$ cat config.mk
export PLATFORM = sky130hd
export DESIGN_NAME = mem_access_unit
export DESIGN_NICKNAME = d
export VERILOG_FILES = /design/src/rtl/mem_pkg.sv /design/src/rtl/sub_word_lane.sv /design/src/rtl/mem_access_unit.sv
export SDC_FILE = /design/constraint.sdc
export NUM_CORES = 1
export LEC_CHECK = 0
export CAP_MARGIN = 20
export CORE_ASPECT_RATIO = 1.4
export CORE_MARGIN = 5
export CORE_UTILIZATION = 50
export CTS_CLUSTER_SIZE = 8
export DETAILED_ROUTE_END_ITERATION = 10
export PLACE_DENSITY = 0.86
export SYNTH_ARGS = -nofsm -noshare
export SYNTH_HDL_FRONTEND = slang
export SYNTH_SLANG_ARGS = --single-unit
$ cat constraint.sdc
create_clock -name clk -period 4.1 [get_ports clk]
set_clock_uncertainty 0.15 [all_clocks]
set_input_delay 0.41 -clock clk [delete_from_list [all_inputs] [get_ports clk]]
set_output_delay 0.41 -clock clk [all_outputs]
set_load 0.02 [all_outputs]
$ cat src/rtl/mem_pkg.sv
// Shared definitions for the load/store front-end: size codes, FSM states, alignment rule.
// Latency: none (types, constants and a pure function only).
// Backpressure: not applicable.
package mem_pkg;

   // Request size codes. Any size with bit 1 set is a byte access, so byte
   // decoding tests size[1] only; SIZE_BYTE is the canonical value.
   localparam logic [1:0] SIZE_WORD = 2'b00;
   localparam logic [1:0] SIZE_HALF = 2'b01;
   localparam logic [1:0] SIZE_BYTE = 2'b10;

   typedef enum logic [2:0] {
      ST_IDLE,
      ST_LD,
      ST_MERGE,
      ST_WR,
      ST_RESP
   } state_t;

   // Halfwords must be 2-byte aligned and words 4-byte aligned; bytes never fault.
   function automatic logic is_misaligned(input logic [1:0] size, input logic [1:0] addr_lo);
      logic bad;
      if (size[1])
         bad = 1'b0;
      else if (size == SIZE_HALF)
         bad = addr_lo[0];
      else
         bad = (addr_lo != 2'b00);
      return bad;
   endfunction

endpackage

$ cat src/rtl/sub_word_lane.sv
// Byte/halfword lane logic: extract+extend for loads, lane replace for stores.
// Latency: purely combinational.
// Backpressure: none; outputs follow inputs.
// Ports: size/addr_lo/is_unsigned select the lane and extension; word_in is the
//        memory word; st_data supplies the store lane (low bits); ld_data is the
//        extended load value; st_merged is word_in with the addressed lane replaced.
module sub_word_lane
   import mem_pkg::*;
(
   input  logic [1:0]  size,
   input  logic [1:0]  addr_lo,
   input  logic        is_unsigned,
   input  logic [31:0] word_in,
   input  logic [31:0] st_data,
   output logic [31:0] ld_data,
   output logic [31:0] st_merged
);

   logic [7:0]  byte_lane;
   logic [15:0] half_lane;

   always_comb begin
      byte_lane = word_in[{addr_lo, 3'b000} +: 8];
      half_lane = word_in[{addr_lo[1], 4'b0000} +: 16];
      ld_data   = word_in;
      st_merged = word_in;
      if (size[1]) begin
         ld_data = {{24{byte_lane[7] & ~is_unsigned}}, byte_lane};
         st_merged[{addr_lo, 3'b000} +: 8] = st_data[7:0];
      end else if (size == SIZE_HALF) begin
         ld_data = {{16{half_lane[15] & ~is_unsigned}}, half_lane};
         st_merged[{addr_lo[1], 4'b0000} +: 16] = st_data[15:0];
      end else begin
         // Word: loads pass through unextended, stores replace the whole word.
         ld_data   = word_in;
         st_merged = st_data;
      end
   end

endmodule

$ cat src/rtl/mem_access_unit.sv
// Load/store front-end for a word-only sync-read memory; sub-word stores via read-modify-write.
// Latency: load 2, word store 2, sub-word store 3, misaligned 1 cycle(s) from accept to resp_valid.
// Backpressure: req_ready high only in IDLE; one request in flight, no back-to-back accepts.
// Ports: req_* request (fields latched on accept), resp_* one-cycle completion pulse with
//        held rdata/err, mem_* drive the memory (mem_rdata valid one cycle after mem_addr).
module mem_access_unit
   import mem_pkg::*;
#(
   parameter int ADDR_W = 8
) (
   input  logic              clk,
   input  logic              rst_n,
   input  logic              req_valid,
   output logic              req_ready,
   input  logic              req_we,
   input  logic [1:0]        req_size,
   input  logic              req_unsigned,
   input  logic [ADDR_W-1:0] req_addr,
   input  logic [31:0]       req_wdata,
   output logic              resp_valid,
   output logic [31:0]       resp_rdata,
   output logic              resp_err,
   output logic              mem_w_en,
   output logic [ADDR_W-1:0] mem_addr,
   output logic [31:0]       mem_wdata,
   input  logic [31:0]       mem_rdata
);

   state_t            state_q, state_d;
   logic [ADDR_W-1:0] addr_q, addr_d;
   logic [1:0]        size_q, size_d;
   logic              uns_q, uns_d;
   logic [31:0]       wdata_q, wdata_d;   // store data at accept, merged word after MERGE
   logic [31:0]       rdata_q, rdata_d;
   logic              err_q, err_d;
   logic [31:0]       lane_ld, lane_st;
   logic              accept;

   assign req_ready = (state_q == ST_IDLE);
   assign accept    = req_valid && req_ready;

   // In IDLE the request address goes straight to memory so the read data is
   // already valid in the LD/MERGE cycle; a read for an unaccepted request is harmless.
   assign mem_addr   = req_ready ? req_addr : addr_q;
   assign mem_w_en   = (state_q == ST_WR);
   assign mem_wdata  = wdata_q;
   assign resp_valid = (state_q == ST_RESP);
   assign resp_rdata = rdata_q;
   assign resp_err   = err_q;

   sub_word_lane u_lane (
      .size        (size_q),
      .addr_lo     (addr_q[1:0]),
      .is_unsigned (uns_q),
      .word_in     (mem_rdata),
      .st_data     (wdata_q),
      .ld_data     (lane_ld),
      .st_merged   (lane_st)
   );

   always_comb begin
      state_d = state_q;
      addr_d  = addr_q;
      size_d  = size_q;
      uns_d   = uns_q;
      wdata_d = wdata_q;
      rdata_d = rdata_q;
      err_d   = err_q;
      case (state_q)
         ST_IDLE: begin
            if (accept) begin
               addr_d  = req_addr;
               size_d  = req_size;
               uns_d   = req_unsigned;
               wdata_d = req_wdata;
               if (is_misaligned(req_size, req_addr[1:0])) begin
                  // Response fields only change on the edge into RESP.
                  rdata_d = 32'd0;
                  err_d   = 1'b1;
                  state_d = ST_RESP;
               end else if (!req_we) begin
                  state_d = ST_LD;
               end else if (req_size == SIZE_WORD) begin
                  state_d = ST_WR;
               end else begin
                  state_d = ST_MERGE;
               end
            end
         end
         ST_LD: begin
            rdata_d = lane_ld;
            err_d   = 1'b0;
            state_d = ST_RESP;
         end
         ST_MERGE: begin
            wdata_d = lane_st;
            state_d = ST_WR;
         end
         ST_WR: begin
            rdata_d = 32'd0;
            err_d   = 1'b0;
            state_d = ST_RESP;
         end
         ST_RESP: state_d = ST_IDLE;
         default: state_d = ST_IDLE;
      endcase
   end

   always_ff @(posedge clk or negedge rst_n) begin
      if (!rst_n) begin
         state_q <= ST_IDLE;
         addr_q  <= '0;
         size_q  <= SIZE_WORD;
         uns_q   <= 1'b0;
         wdata_q <= 32'd0;
         rdata_q <= 32'd0;
         err_q   <= 1'b0;
      end else begin
         state_q <= state_d;
         addr_q  <= addr_d;
         size_q  <= size_d;
         uns_q   <= uns_d;
         wdata_q <= wdata_d;
         rdata_q <= rdata_d;
         err_q   <= err_d;
      end
   end

endmodule

==> summary.md <==
| Metric | Value |
|---|---|
| Status | `finished, final reports clean` |
| Synth cell types | `50` |
| Worst vdd ir | `0.4354 mV` |
| Synth area leaders | `dfrtp_1 (42%), mux2_2 (7.1%), o2bb2ai_1 (5.7%)` |
| # rows | `42` |
| Post-Syn Area per Cell | `10.11 um^2` |
| Syn-to-layout area delta | `39.70%` |
| Vias in the first global route | `4511` |
| Synth Instances | `468` |
| Drc violations | `0` |
| Routed Antenna Nets | `0` |
| Top Ports | `155` |
| Yosys warnings | `0` |
| Crit end category | `primary output` |
| Reg-to-Reg Start | `addr_q[1]` |
| Area leader, netlist | `dfrtp_1` |
| First-pass GRT wire length | `24470 um` |
| HP Class | `input pin to asynchronous set/reset pin` |
| Worst path arrival time | `2.60 ns` |
| Core area | `9354 um^2` |
| Global route overflow | `0` |
| Clock period minus worst slack | `3.161 ns` |
| Power density cells | `839.6 nW/um^2` |
| Worst path required time | `3.54 ns` |
| Mapped Area | `4731 um^2` |
| Starting Density | `50.58%` |
| Clk root buf | `clkbuf_16` |
| Antenna cells | `0` |
| Die Y | `125.1 um` |
| Leakage | `2.658 nW` |
| Fillers | `721` |
| CTS resizes | `0` |
| Clock sinks | `79` |
| Chip Width | `92.21 um` |
| Synth async-reset ratio | `100.0%` |
| Crit path launch type | `flop` |
| Setup violations, final | `0` |
| Worst setup margin | `0.9389 ns` |
| Initial antenna violation count | `0` |
| Most common cell after layout, fill and taps aside | `clkdlybuf4s50_1` |
| Initial DRC count | `299` |
| All-Layer GR Usage | `26.69%` |
| Final nets | `686` |
| Register clock-pin slew on the reported worst setup and hold paths | `0.06 ns` |
| Clk buf depth | `2` |
| Crit-path max FO | `27` |
| RSZ-0062 raised after global routing | `false` |
| Flop and latch count out of synthesis | `79` |
| Largest net degree at the start of global routing | `80` |
| Worst-Margin Slew | `1.092 ns` |
| Port bufs | `154` |
| Critical path origin | `addr_q[1]` |
| Crit share post-route | `77.10%` |
| Die ar. | `11530 um^2` |
| Max-cap violation count | `0` |
| Commonest non-fill, non-tap cells in the layout | `clkdlybuf4s50_1 (153), dfrtp_1 (78), nor2_1 (45), nor2b_1 (35), nand2_1 (33)` |
| Worst skew pair latency | `0.33 ns` |
| Routed len/inst | `21.45 um` |
| Yosys top cell area share | `41.79%` |
| Slew margin rel. | `27.21%` |
| Final slew viol count | `0` |
| Post-Syn Nets | `552` |
| Via count | `4474` |
| Final hold violation count | `0` |
| Achievable clock frequency | `316.3 MHz` |
| CTS H-tree depth | `3` |
| TritonCTS Buffers | `9` |
| Setup TNS Final | `0 ns` |
| HPWL after DPL | `11170 um` |
| Share of cells above drive strength 1 | `12.38%` |
| GP Congestion | `0.9067` |
| CP Class | `flop to primary output` |
| CTS tree | `yes` |
| Vias per Instance | `6.249` |
| Routed WL | `15360 um` |
| Drt first pass iters | `5` |
| Sequential fraction of the synthesis area | `41.79%` |
| Post-synth EDFFs | `0` |
| Primary FF master, synth | `dfrtp_1` |
| Pre-CTS worst setup slack | `1.225 ns` |
==> metrics by stage <==
stage / total power [mW] / instances / util (%) / hold slack (ns) / cell area [um^2]
6_report: 5.549 / 716 / 70.65 / 0.3374 / 6609
4_1_cts: 5.550 / 714 / 70.25 / 0.1337 / 6571
2_1_floorplan: 3.494 / 468 / - / -0.03559 / 4731
3_3_place_gp: 4.565 / 699 / 66.91 / 0.3237 / 6259
5_1_grt: 5.866 / 716 / 70.65 / 0.3484 / 6609
3_5_place_dp: 4.671 / 699 / 66.91 / 0.3227 / 6259
==> kinds of logic after synthesis <==
family | Yosys count | share of synthesized area [%]
adder cells (fa/ha/maj) | 5 | 1.322
flip-flops | 79 | 41.79
buffers and inverters | 41 | 4.337
AND/OR/NAND/NOR | 149 | 16.69
AO/OA/AOI/OAI | 154 | 24.76
multiplexers | 40 | 11.11
==> worst paths after layout <==
kind                                  endpoint  slack (ns)  depth (start not counted)
worst max-delay path               mem_addr[1]        0.94                          3
worst min-delay path             mem_wdata[28]        0.34                          2
worst max register to register    mem_wdata[3]        1.12                          6
worst min register to register  resp_rdata[22]        0.34                          1
max in group asynchronous            size_q[1]        2.84                          3
min in group clk                resp_rdata[22]        0.34                          1
==> cell usage after synthesis (2+ instances only) <==
library cell	n
a31oi_1	19
dfrtp_1	79
clkbuf_1	18
a211oi_1	24
nand2_1	33
a21oi_1	17
and2_1	8
a22o_1	8
ha_1	5
a221oi_1	8
inv_1	2
buf_4	3
a211o_1	17
mux4_2	7
mux2_2	30
o2bb2ai_1	31
and4bb_2	2
nor2b_1	35
o31ai_1	8
nor3b_1	2
and3_1	9
buf_2	14
or2_2	2
nor2_1	45
buf_6	3
o21ai_0	13
mux2i_1	3
==> power by group <==
group / internal, mW / switching [mW] / total [mW]
registers: 1.14 / 0.470 / 1.61
clock network: 0.545 / 0.315 / 0.860
logic: 1.47 / 1.61 / 3.08
total: 3.16 / 2.39 / 5.55
==> worst max-delay path, stage by stage, from the launching register on <==
cell and delay, ns:
dfrtp_1 0.81, inv_1 0.43, o21ai_0 0.35, clkdlybuf4s50_1 0.67
==> state kept, by name, indices dropped and copies added (netlist names) <==
| register | cells |
|---|---|
| size_q | 2 |
| resp_err | 1 |
| state_q | 3 |
| resp_rdata | 32 |
| mem_wdata | 32 |
| addr_q | 8 |
| uns_q | 1 |
==> layout make-up <==
type,instances,area [um^2],share of cell area [%]
inverter,3,11.26,0.1704
timing repair buffer,161,1614,24.42
clock buffer,11,242.7,3.673
clock inverter,4,70.07,1.060
tap,110,137.6,2.083
multi-input combinational,348,2555,38.66
sequential,79,1978,29.93
==> metal layers <==
layer	global-route usage (%)	part of all wire, %	vias to the layer above
met2	44.75	52	225
met5	0	0	-
li1	-	-	2018
met1	33.29	38	2194
met3	4.748	6.9	37
met4	12.51	3.3	0
==> timing repair <==
action | 4_1_cts | 5_1_grt
hold buffers | 0 | 1
hold endpoints to repair | 0 | 17
setup endpoints to repair | 0 | 0
buffers inserted | 0 | 0
No activity file was read; power rests on OpenSTA's default activity.
